### config.mk
export PLATFORM = sky130hd
export DESIGN_NAME = mem_access_stage
export DESIGN_NICKNAME = d
export VERILOG_FILES = /design/src/rtl/mem_access_stage_pkg.sv /design/src/rtl/mem_access_stage_dbus_timeout_cnt.sv /design/src/rtl/mem_access_stage.sv
export SDC_FILE = /design/constraint.sdc
export NUM_CORES = 1
export LEC_CHECK = 0
export CAP_MARGIN = 20
export CELL_PAD_IN_SITES_DETAIL_PLACEMENT = 0
export CELL_PAD_IN_SITES_GLOBAL_PLACEMENT = 1
export CORE_MARGIN = 2
export CORE_UTILIZATION = 38
export DETAILED_ROUTE_END_ITERATION = 16
export GPL_TIMING_DRIVEN = 0
export PLACE_DENSITY_LB_ADDON = 0.1
export RECOVER_POWER = 25
export SYNTH_ARGS = -nofsm -noshare
export SYNTH_HDL_FRONTEND = slang
export SYNTH_SLANG_ARGS = --single-unit
export TNS_END_PERCENT = 30
### constraint.sdc
create_clock -name i_clk -period 4.3 [get_ports i_clk]
set_input_delay 0.43 -clock i_clk [delete_from_list [all_inputs] [get_ports i_clk]]
set_output_delay 0.43 -clock i_clk [all_outputs]
set_load 0.01 [all_outputs]
### src/rtl/mem_access_stage_pkg.sv
// Shared encodings for the memory-access stage: FSM states and
// writeback output-source codes.
package mem_access_stage_pkg;

    typedef enum logic {
        ST_IDLE = 1'b0,
        ST_WAIT = 1'b1
    } state_e;

    localparam logic [1:0] SRS_OUT_ALU = 2'd0;
    localparam logic [1:0] SRS_OUT_MEM = 2'd1;

    // A store, or a register write whose value comes from memory, needs the bus.
    function automatic logic is_mem_access(input logic       dw_en,
                                           input logic       rw_en,
                                           input logic [1:0] dsrs);
        return dw_en | (rw_en & (dsrs == SRS_OUT_MEM));
    endfunction

endpackage

### src/rtl/mem_access_stage_dbus_timeout_cnt.sv
// Bus wait counter. Counts cycles spent waiting for an ack; expired_o marks
// the last wait cycle that is still allowed, so the bus request is held for
// exactly 2^TIMEOUT_WIDTH-1 cycles before the stage gives up.
module mem_access_stage_dbus_timeout_cnt #(
    parameter int TIMEOUT_WIDTH = 8
) (
    input  logic i_clk,
    input  logic i_arst_n,
    input  logic clear_i,
    input  logic en_i,
    output logic expired_o
);

    localparam logic [TIMEOUT_WIDTH-1:0] LAST_WAIT = {{(TIMEOUT_WIDTH-1){1'b1}}, 1'b0};

    logic [TIMEOUT_WIDTH-1:0] cnt_q;
    logic [TIMEOUT_WIDTH-1:0] cnt_d;

    // Next count: clear wins over enable.
    always_comb begin
        cnt_d = cnt_q;
        if (clear_i) begin
            cnt_d = '0;
        end else if (en_i) begin
            cnt_d = cnt_q + 1'b1;
        end
    end

    // Counter register.
    always_ff @(posedge i_clk or negedge i_arst_n) begin
        if (!i_arst_n) begin
            cnt_q <= '0;
        end else begin
            cnt_q <= cnt_d;
        end
    end

    assign expired_o = (cnt_q == LAST_WAIT);

endmodule

### src/rtl/mem_access_stage.sv
// MIPS memory-access stage. Passes ALU results straight through in one cycle,
// runs loads/stores over a req/ack data bus and stalls upstream while a
// transaction is outstanding. Bus transactions are never aborted by a kill.
//
// state   | meaning
// --------+--------------------------------------------------------------
// IDLE    | accepting a new instruction from execute every cycle
// WAIT    | bus request outstanding, waiting for ack or timeout
module mem_access_stage
    import mem_access_stage_pkg::*;
#(
    parameter int DATA_WIDTH       = 32,
    parameter int DATA_ADDR_WIDTH  = 30,
    parameter int INSTR_ADDR_WIDTH = 30,
    parameter int PC_WIDTH         = INSTR_ADDR_WIDTH - 2,
    parameter int REG_ADDR_WIDTH   = 5,
    parameter int TIMEOUT_WIDTH    = 8
) (
    input  logic                        i_clk,
    input  logic                        i_arst_n,
    input  logic [DATA_WIDTH-1:0]       i_alu_result,
    input  logic [DATA_WIDTH-1:0]       i_dout_b,
    input  logic                        i_dw_en_ex,
    input  logic [1:0]                  i_dsrs_out_ex,
    input  logic                        i_rw_en_ex,
    input  logic [REG_ADDR_WIDTH-1:0]   i_raddr_w_ex,
    input  logic                        i_eret_ex,
    input  logic [PC_WIDTH-1:0]         i_pc_ex_ma,
    input  logic                        i_ma_kill,
    output logic                        o_dbus_req,
    output logic                        o_dbus_we,
    output logic [DATA_ADDR_WIDTH-1:0]  o_dbus_addr,
    output logic [DATA_WIDTH-1:0]       o_dbus_wdata,
    input  logic                        i_dbus_ack,
    input  logic [DATA_WIDTH-1:0]       i_dbus_rdata,
    output logic                        o_stall,
    output logic [DATA_WIDTH-1:0]       o_wb_data,
    output logic                        o_rw_en_ma,
    output logic [REG_ADDR_WIDTH-1:0]   o_raddr_w_ma,
    output logic                        o_eret_ma,
    output logic [PC_WIDTH-1:0]         o_pc_ma,
    output logic                        o_addr_err,
    output logic                        o_bus_err
);

    state_e                      state_q;
    logic                        dbus_req_q;
    logic                        dbus_we_q;
    logic [DATA_ADDR_WIDTH-1:0]  dbus_addr_q;
    logic [DATA_WIDTH-1:0]       dbus_wdata_q;
    logic [DATA_WIDTH-1:0]       wb_data_q;
    logic                        rw_en_q;
    logic [REG_ADDR_WIDTH-1:0]   raddr_q;
    logic                        eret_q;
    logic [PC_WIDTH-1:0]         pc_q;
    logic                        addr_err_q;
    logic                        bus_err_q;
    logic                        cap_rw_en_q;
    logic [REG_ADDR_WIDTH-1:0]   cap_raddr_q;
    logic [PC_WIDTH-1:0]         cap_pc_q;

    logic access;
    logic misal;
    logic tmo_expired;

    assign access = is_mem_access(i_dw_en_ex, i_rw_en_ex, i_dsrs_out_ex);
    assign misal  = |i_alu_result[1:0];

    // Hold upstream while a new access is being launched or until the ack arrives.
    assign o_stall = (state_q == ST_WAIT) ? !i_dbus_ack
                                          : (!i_ma_kill & access & !misal);

    mem_access_stage_dbus_timeout_cnt #(
        .TIMEOUT_WIDTH (TIMEOUT_WIDTH)
    ) u_tmo (
        .i_clk     (i_clk),
        .i_arst_n  (i_arst_n),
        .clear_i   (state_q == ST_IDLE),
        .en_i      (state_q == ST_WAIT),
        .expired_o (tmo_expired)
    );

    // Stage FSM with registered bus and writeback outputs.
    always_ff @(posedge i_clk or negedge i_arst_n) begin
        if (!i_arst_n) begin
            state_q      <= ST_IDLE;
            dbus_req_q   <= 1'b0;
            dbus_we_q    <= 1'b0;
            dbus_addr_q  <= '0;
            dbus_wdata_q <= '0;
            wb_data_q    <= '0;
            rw_en_q      <= 1'b0;
            raddr_q      <= '0;
            eret_q       <= 1'b0;
            pc_q         <= '0;
            addr_err_q   <= 1'b0;
            bus_err_q    <= 1'b0;
            cap_rw_en_q  <= 1'b0;
            cap_raddr_q  <= '0;
            cap_pc_q     <= '0;
        end else begin
            addr_err_q <= 1'b0;
            bus_err_q  <= 1'b0;
            case (state_q)
                ST_IDLE: begin
                    if (i_ma_kill) begin
                        rw_en_q <= 1'b0;
                        eret_q  <= 1'b0;
                    end else if (!access) begin
                        wb_data_q <= i_alu_result;
                        rw_en_q   <= i_rw_en_ex;
                        raddr_q   <= i_raddr_w_ex;
                        eret_q    <= i_eret_ex;
                        pc_q      <= i_pc_ex_ma;
                    end else if (misal) begin
                        addr_err_q <= 1'b1;
                        rw_en_q    <= 1'b0;
                        eret_q     <= 1'b0;
                        pc_q       <= i_pc_ex_ma;
                    end else begin
                        dbus_req_q   <= 1'b1;
                        dbus_we_q    <= i_dw_en_ex;
                        dbus_addr_q  <= i_alu_result[DATA_WIDTH-1:2];
                        dbus_wdata_q <= i_dout_b;
                        cap_rw_en_q  <= i_rw_en_ex;
                        cap_raddr_q  <= i_raddr_w_ex;
                        cap_pc_q     <= i_pc_ex_ma;
                        rw_en_q      <= 1'b0;
                        eret_q       <= 1'b0;
                        state_q      <= ST_WAIT;
                    end
                end
                ST_WAIT: begin
                    if (i_dbus_ack) begin
                        dbus_req_q <= 1'b0;
                        if (!dbus_we_q) begin
                            wb_data_q <= i_dbus_rdata;
                        end
                        rw_en_q <= cap_rw_en_q & !dbus_we_q;
                        raddr_q <= cap_raddr_q;
                        pc_q    <= cap_pc_q;
                        state_q <= ST_IDLE;
                    end else if (tmo_expired) begin
                        dbus_req_q <= 1'b0;
                        bus_err_q  <= 1'b1;
                        rw_en_q    <= 1'b0;
                        pc_q       <= cap_pc_q;
                        state_q    <= ST_IDLE;
                    end
                end
                default: state_q <= ST_IDLE;
            endcase
        end
    end

    assign o_dbus_req   = dbus_req_q;
    assign o_dbus_we    = dbus_we_q;
    assign o_dbus_addr  = dbus_addr_q;
    assign o_dbus_wdata = dbus_wdata_q;
    assign o_wb_data    = wb_data_q;
    assign o_rw_en_ma   = rw_en_q;
    assign o_raddr_w_ma = raddr_q;
    assign o_eret_ma    = eret_q;
    assign o_pc_ma      = pc_q;
    assign o_addr_err   = addr_err_q;
    assign o_bus_err    = bus_err_q;

endmodule

======== Yosys cells after proc, flatten, opt, wreduce, memory -nomap -nowiden ========
Index checks and enable logic that the tools add are counted.
word-level totals
  logic and storage cells ................. 87
  output and inout bits ................... 134
  input port bits ......................... 138
  bits in registers ....................... 176
operators by class
  multiplexer cells ....................... 42
  add/sub/neg operators ................... 1
  equal/unequal tests ..................... 10
  reductions and logical operators ........ 10
  bitwise operators ....................... 8
operator list
  operator               number
  $mux W28               5
  $mux W32               4
  $pmux W32 S2           1
  $pmux W28 S2           1
  $mux W1                23
  $mux W5                3
  $ne A2 B2 Y1 const B   6
  $reduce_and A4 Y1      3
  $pmux W5 S2            1
  $add A8 B1 Y8 const B  1
  $eq A8 B8 Y1 const B   1
  $mux W8                1
  $pmux W1 S2            3
  $reduce_and A3 Y1      2
  $and A1 B1 Y1          4
  $logic_not A1 Y1       4
  $ne A3 B2 Y1 const B   1
  $ne A3 B3 Y1 const B   1
  $not A1 Y1             3
  $eq A2 B1 Y1 const B   1
  $reduce_or A2 Y1       1
  $or A1 B1 Y1           1

======== Depth between registers and ports, before layout ========
Gate-level depths: netlist of the first run.
  word-level depth ........................ 6
  mapped depth ............................ 7
  depth with buffers taken out ............ 5

======== Hierarchy ========
A second synthesis of the first run with hierarchy kept.
second synthesis, totals
  cells, all modules ...................... 568
  area, all modules ....................... 7718.7 um^2
modules (own cells, without submodules)
  module                             seq. area each (um^2)  area an instance (um^2)  instances  cells an instance
  mem_access_stage                   4204.0                 7308.3                   1          527
  mem_access_stage_dbus_timeout_cnt  200.2                  410.4                    1          41

======== Worst setup path before layout of the first run ========
No wires, ideal clock.
  path kind ............................... input-to-output
  start point ............................. in i_dsrs_out_ex[1]
  end point ............................... out o_stall
  path buffers ............................ 3
  cell stages on the path ................. 7
  slack ................................... 2128 ps
  arrival time ............................ 1742 ps
  data required time ...................... 3870 ps
  cells stage by stage .................... nand3b_1 > nor2b_4 > or4_4 > buf_6 > buf_6 > buf_6 > nand2_1
between the ends
  cells in the longest elaborated chain, start to end .. 6
ends and longest elaborated chain
  what                        line                        source
  from (decl)                 mem_access_stage.sv:24      input logic [1:0] i_dsrs_out_ex,
  $eq A2 B1 Y1                mem_access_stage_pkg.sv:17  return dw_en | (rw_en & (dsrs == SRS_OUT_MEM));
  $and A1 B1 Y1               mem_access_stage_pkg.sv:17
  $or A1 B1 Y1                mem_access_stage_pkg.sv:17
  $and A1 B1 Y1 (2 in a row)  mem_access_stage.sv:71      : (!i_ma_kill & access & !misal);
  $mux W1                     mem_access_stage.sv:70      assign o_stall = (state_q == ST_WAIT) ? !i_dbus_ack
  to (decl)                   mem_access_stage.sv:36      output logic o_stall,
Every way passes these cells.

======== Worst setup path in the final report of the first run ========
  start point ............................. in i_rw_en_ex
  end point ............................... out o_stall
between the ends
  cells in the longest elaborated chain, start to end .. 5
ends and longest elaborated chain
  what                        line                        source
  from (decl)                 mem_access_stage.sv:25      input logic i_rw_en_ex,
  $and A1 B1 Y1               mem_access_stage_pkg.sv:17
  $or A1 B1 Y1                mem_access_stage_pkg.sv:17
  $and A1 B1 Y1 (2 in a row)  mem_access_stage.sv:71
  $mux W1                     mem_access_stage.sv:70
Every way passes these cells.

==> results of run 1 <==
## logic make-up after synthesis
family | synth area share [%]
flops | 59.8
buf+inv | 2.04
compound gates | 2.89
xor+xnor | 0.714
mux | 29.7
fa+ha+maj | 0.340
simple gates | 4.50
## Yosys cell counts
| cell type | count | share of area, % |
|---|---|---|
| a21oi_1 | 2 | 0.14 |
| a221oi_1 | 1 | 0.12 |
| a22o_1 | 1 | 0.12 |
| a22oi_1 | 1 | 0.10 |
| a2bb2oi_1 | 1 | 0.12 |
| a41oi_1 | 1 | 0.12 |
| and2_1 | 7 | 0.59 |
| and3_1 | 1 | 0.085 |
| and3b_1 | 1 | 0.12 |
| and4_1 | 1 | 0.12 |
| buf_1 | 3 | 0.15 |
| buf_2 | 12 | 0.82 |
| buf_6 | 3 | 0.46 |
| clkbuf_1 | 10 | 0.51 |
| dfrtp_1 | 176 | 60 |
| ha_1 | 2 | 0.34 |
| inv_1 | 2 | 0.10 |
| mux2_2 | 155 | 24 |
| mux2_4 | 8 | 1.6 |
| mux2i_1 | 32 | 4.4 |
| nand2_1 | 37 | 1.9 |
| nand2b_1 | 2 | 0.17 |
| nand3_1 | 3 | 0.20 |
| nand3b_1 | 1 | 0.10 |
| nand4_1 | 2 | 0.17 |
| nor2_1 | 2 | 0.10 |
| nor2_2 | 1 | 0.085 |
| nor2b_1 | 2 | 0.17 |
| nor2b_4 | 1 | 0.19 |
| nor3_1 | 1 | 0.068 |
| nor4_1 | 1 | 0.085 |
| nor4b_1 | 1 | 0.12 |
| o21ai_0 | 32 | 2.2 |
| or2_2 | 1 | 0.085 |
| or4_4 | 1 | 0.15 |
| xnor2_1 | 5 | 0.59 |
| xor2_1 | 1 | 0.12 |
## cells in the final DEF, fill, tap and decap left out, types with 3 or more instances in the layout
| master | count |
|---|---|
| and2_0 | 3 |
| and2_1 | 4 |
| buf_1 | 3 |
| buf_2 | 10 |
| buf_6 | 3 |
| clkbuf_1 | 13 |
| clkbuf_16 | 17 |
| clkdlybuf4s50_1 | 270 |
| clkinv_2 | 3 |
| clkinvlp_4 | 3 |
| dfrtp_1 | 176 |
| inv_6 | 5 |
| mux2_2 | 155 |
| mux2_4 | 8 |
| mux2i_1 | 32 |
| nand2_1 | 37 |
| nand3_1 | 3 |
| o21ai_0 | 32 |
| xnor2_1 | 5 |
## through the flow
stage / util, % / setup WS [ns] / area (sq um) / hold slack (ns) / total power [mW]
6_report: 58.4 / 0.982 / 11000 / 0.480 / 5.02
4_1_cts: 58.4 / 0.958 / 11000 / 0.485 / 5.09
2_1_floorplan: - / 2.13 / 7360 / 0.134 / 2.73
3_3_place_gp: 55.2 / -4.37 / 10400 / 0.462 / 3.56
5_1_grt: 58.4 / 0.899 / 11000 / 0.499 / 5.28
3_5_place_dp: 55.4 / 0.965 / 10400 / 0.377 / 3.60
## per-layer routing
metal	track usage (%)	up-vias	part of all wire (%)
met4	5.99	0	1.5
met1	23.9	2529	42
met3	7.01	17	8.6
met5	0	-	0
li1	-	2400	-
met2	32.1	195	48
## power by group through the flow
| stage | sequential, mW | clock (mW) | combinational, mW |
|---|---|---|---|
| floorplan | 2.31 | 0 | 0.420 |
| global placement | 2.19 | 0 | 1.37 |
| detailed placement | 2.21 | 0 | 1.39 |
| CTS | 2.18 | 1.52 | 1.40 |
| global route | 2.22 | 1.59 | 1.48 |
| finish | 2.18 | 1.47 | 1.38 |
## registers in the layout, summed over array words and instances, names as in the netlist, 5 cells and up
name	count
o_dbus_wdata	32
o_dbus_addr	30
u_tmo.cnt_q	8
o_pc_ma	28
o_wb_data	32
cap_pc_q	28
o_raddr_w_ma	5
cap_raddr_q	5
## worst max-delay path, cell delays in order
cell and delay, ns:
clkdlybuf4s50_1 0.52, nand3b_1 0.18, nor2b_4 0.18, or4_4 0.48, buf_6 0.16, buf_6 0.15, buf_6 0.16, nand2_1 0.08
clkdlybuf4s50_1 0.55
## cell type report
cell class                 instances  area, sq um
inverter                           2         7.51
multi-input combinational        308         2810
buffer                            28          140
tap                              260          325
clock inverter                    14          129
sequential                       176         4400
clock buffer                      18          429
fill                            1545         7830
timing repair buffer             273         2760
## final timing paths
path,startpoint,endpoint,slack (ns),cells after the start
max,i_rw_en_ex,o_stall,0.98,9
min,o_rw_en_ma$_DFFE_PN0N_,o_rw_en_ma$_DFFE_PN0N_,0.48,2
max reg2reg,state_q$_DFF_PN0_,o_wb_data[9]$_DFFE_PN0P_,1.82,5
min reg2reg,o_rw_en_ma$_DFFE_PN0N_,o_rw_en_ma$_DFFE_PN0N_,0.48,2
max in group asynchronous,i_arst_n,o_pc_ma[27]$_DFFE_PN0P_,2.83,3
min in group asynchronous,i_arst_n,o_dbus_wdata[29]$_DFFE_PN0P_,0.51,2
## repair_timing
item | 4_1_cts | 5_1_grt
gates resized for setup | 0 | 0
hold buffers | 1 | 0
endpoints found under the hold margin | 55 | 0
==> run metrics, run 1 <==
area delta synth->final=49.4%; I/O Pins=272; combinational power share=between 20 and 30%; Final setup viols=0; setup TNS=0 ns; overall routing resource usage=19.4%; Clk Latency, worst-skew pair=0.43 ns; vias in the first global route=about 5500; initial antenna violation count=0; DR vias=5141; Layout Cells excl Fill=1079; GRT overflow=0; maximum number of pins on one net before global-route repair=122; hold crit path type=reg2reg; 1st-pass router iterations=4; Die Area=around 21000 sq um; drt via density=4.76; status=finished clean; CTS buffer count=17; DR WL/cell=approximately 18 um; IO buf count=~270; Post-Syn Area=about 7400 sq um; Switching Fraction=26.9%; htree depth=4; fin crit share=77.2%; max-cap violations=0; Final Skew=0.0112 ns; number of DRC markers in iteration 0=a little over 100; YS warnings=0; clock root buffer=clkbuf_16; Die Width=between 100 and 150 um; Post-Syn Instances=514; post-layout min period=3.32 ns; fraction of layout cells with a size suffix above 1=26.0%; Slew @ Worst Pin=0.834 ns; dpl hpwl=14.7 mm; clock sink count=176; die height=143 um; fmax=between 300 and 400 MHz; first-pass GRT wire length=30.3 mm; GPL Wtd Cong=approximately 0.82; power share of the clock group=29.2%; post-CTS setup buffer count=0; Max clock buf depth=2; clk slew on worst S/H paths=0.06 ns; #FFs+latches synth=176; part of the power in registers=between 40 and 50%; power per cell area=between 400 and 500 nW/um^2; CTS tree=built; Static Leak=4.63 nW; P_int=about 3.7 mW; peak supply drop=0.275 mV; crit-path max FO=10; Final #Nets=946; Core Rows=50; Avg Inst Size Synth=14.3 sq um; Slew Limit Fails=0; DR DRC count=0; Initial Util=just under 40%; Netlist cell types=37; critical path class=in2out; final hold vios=0; crit end category=output pin; post-route ant nets=0; Switch Pwr=1.35 mW; RSZ-0062 raised after global routing=false; Syn Nets=654; Routed WL=19.6 mm; Setup crit start kind=input port; Seq/Total Area, Yosys=59.8%; core area=18800 sq um; Ant. Diodes=0; Worst EP required=3.87 ns; CP arrival=2.89 ns; Max-slew headroom=between 40 and 50%; Placed Instances=1046
No activity file was read; power rests on OpenSTA's default activity.
==> run 2, diff against run 1 <==
--- a/config.mk
+++ b/config.mk
@@ -9,7 +9,7 @@
 export CELL_PAD_IN_SITES_DETAIL_PLACEMENT = 0
 export CELL_PAD_IN_SITES_GLOBAL_PLACEMENT = 1
 export CORE_MARGIN = 2
-export CORE_UTILIZATION = 38
+export CORE_UTILIZATION = 32
 export DETAILED_ROUTE_END_ITERATION = 16
 export GPL_TIMING_DRIVEN = 0
 export PLACE_DENSITY_LB_ADDON = 0.1
==> constraint.sdc (replaced) <==
create_clock -name i_clk -period 2.9 [get_ports i_clk]
set_input_delay 0.29 -clock i_clk [delete_from_list [all_inputs] [get_ports i_clk]]
set_output_delay 0.29 -clock i_clk [all_outputs]
set_load 0.01 [all_outputs]
==> run 2 against run 1 <==
  * The run now ends with capacitance limit, slew limit left
  * Critical path depth is the same
  * Combinational power increased by 48%
  * Flip-flop and latch count unchanged
  * Largest cell class unchanged
==> run metrics, run 2 (synthesized netlist as in run 1, its figures left out) <==
setup TNS=0 ns (unchanged); number of buffers and inverters on the critical path=5 (unchanged); dpl hpwl=14.6 mm (-1.1%); post-route ant nets=0 (unchanged); Core Rows=55 (+10%); most used cell, CP=buf_6; peak supply drop=0.353 mV (+28%); overall routing resource usage=16.4% (-3.1 points); worst r2r path cells=5 (unchanged); CTS buffer count=17 (unchanged); vias in the first global route=5538 (+0.64%); reg2reg start=u_tmo.cnt_q[2]$_DFF_PN0_; HP Start=o_wb_data[31]$_DFFE_PN0P_; power per cell area=682 nW/um^2 (+49%); most common cell after layout, fill and taps aside=clkdlybuf4s50_1; hold crit path type=reg2reg; Static Leak=4.64 nW (+0.43%); critical path class=in2out; Fillers=2024 (+31%); Util after Layout=48.8% (-9.6 points); Ant. Diodes=0 (unchanged); Initial Util=32.5% (-6.6 points); final hold vios=0 (unchanged); clock sink count=176 (unchanged); GRT overflow=0 (unchanged); Die Area=24200 sq um (+18%); fmax=363 MHz; die height=156 um (+8.7%); CP arrival=2.47 ns (-0.42 ns); Clk Latency, worst-skew pair=0.42 ns (about the same); post-CTS setup buffer count=0 (unchanged); most frequent cells in the layout=269 x clkdlybuf4s50_1, 176 x dfrtp_1, 155 x mux2_2; DR DRC count=0 (unchanged); Slew @ Worst Pin=1.67 ns (+0.834 ns); clock root buffer=clkbuf_16; GPL Wtd Cong=0.713 (-13%); hold depth=2 (unchanged); crit end category=output pin; worst flop-to-flop path endpoint=o_pc_ma[19]$_DFFE_PN0P_; I/O Pins=272 (unchanged); area delta synth->final=50.1%; post-layout min period=2.76 ns; Setup crit start kind=input port; maximum number of pins on one net before global-route repair=113 (-7.4%); crit-path max FO=10 (unchanged); status=finished, violations left; Worst R2R Setup Slack=0.59 ns (-1.23 ns); fraction of layout cells with a size suffix above 1=26.2% (+0.15 points); Max clock buf depth=2 (unchanged); Die Width=156 um (+8.7%); Worst EP required=2.61 ns (-1.26 ns); violated checks=capacitance limit, slew limit; initial antenna violation count=0 (unchanged); DR WL/cell=17.7 um (-2.4%); core area=22600 sq um (+20%); DR vias=5119 (-0.43%); number of DRC markers in iteration 0=105 (+1.9%); Slew Limit Fails=65 (+65); fin crit share=95.1%; clk slew on worst S/H paths=0.06 ns (about the same); IO buf count=271 (unchanged); CP peak stage delay=0.52 ns (-0.03 ns); Hold EP=o_wb_data[31]$_DFFE_PN0P_; cells along the critical path=clkdlybuf4s50_1 > nand3b_1 > nor2b_4 > or4_4 > buf_6 > buf_6 > buf_6 > nand2_1 > dlygate4sd2_1; Final setup viols=0 (unchanged); CP top delay family=buffers and inverters; htree depth=4 (unchanged); first-pass GRT wire length=30.7 mm (+1.3%); CTS tree=built; max-cap violations=1 (+1); Hold Slack=0.478 ns (-0.00265 ns); Crit-path slowest cell=clkdlybuf4s50_1; Final Skew=0.00953 ns (-0.00165 ns); 1st-pass router iterations=4 (unchanged); drt via density=4.64 (-2.6%); Max-slew headroom=-11.2% (-56 points); Routed WL=19.5 mm (-0.20%); RSZ-0062 raised after global routing=false; Final #Nets=946 (unchanged)
-- run 2: stage by stage --
| stage | power [mW] | cell area, sq um | instances | setup slack (ns) |
|---|---|---|---|---|
| 2_1_floorplan | 4.05 | 7360 | 514 | 0.994 |
| 3_3_place_gp | 5.27 | 10400 | 1070 | -5.78 |
| 3_5_place_dp | 5.33 | 10500 | 1071 | -0.159 |
| 4_1_cts | 7.66 | 11100 | 1103 | 0.106 |
| 5_1_grt | 7.95 | 11000 | 1103 | 0.0396 |
| 6_report | 7.53 | 11000 | 1103 | 0.142 |
-- run 2: tightest hold or removal path, stage by stage, from the launching register on --
cell	delay (ns)
dfrtp_1	0.34
nand2_1	0.05
o21ai_0	0.06
-- run 2: final cells by class --
class	instances	area (sq um)	area share, %
inverters	2	7.51	0.0679
plain buffers	28	143	1.29
multi-input cells	308	2810	25.4
flip-flops and latches	176	4400	39.9
well taps	285	357	3.23
clock buffers	20	457	4.13
clock inverters	11	130	1.18
repair buffers	273	2740	24.8
-- run 2: report_power, final --
part | internal [mW] | total [mW] | switching [mW] | leakage, nW
Sequential | 2.96 | 3.21 | 0.248 | 2.14
Clock | 1.32 | 2.29 | 0.965 | 0.276
Combinational | 1.28 | 2.04 | 0.759 | 2.23
-- run 2: worst max path at each step --
stage                           from                          end  slack (ns)  cells after the start
floorplan           i_dsrs_out_ex[1]  o_dbus_addr[21]$_DFFE_PN0P_        0.99                      7
detailed placement        i_rw_en_ex                      o_stall       -0.16                      9
CTS                       i_rw_en_ex                      o_stall        0.11                      9
global placement            i_arst_n      o_pc_ma[20]$_DFFE_PN0P_       -5.78                      1
finish                    i_rw_en_ex                      o_stall        0.14                      9
global route              i_rw_en_ex                      o_stall        0.04                      9
-- run 2: what timing repair did --
action                                  4_1_cts  5_1_grt
hold buffers                                  1        0
hold endpoints to repair                     64        0
resized for setup                             1        0
endpoints found under the setup margin        1        0
-- run 2: metal layers --
metal	global-route usage [%]	vias up	routed length, um	part of all wire, %
met1	20.5	2540	8600	44
met3	5.86	9	1420	7.3
met4	3.76	0	139	0.71
li1	-	2400	-	-
met5	0	-	0	0
met2	27.2	170	9370	48
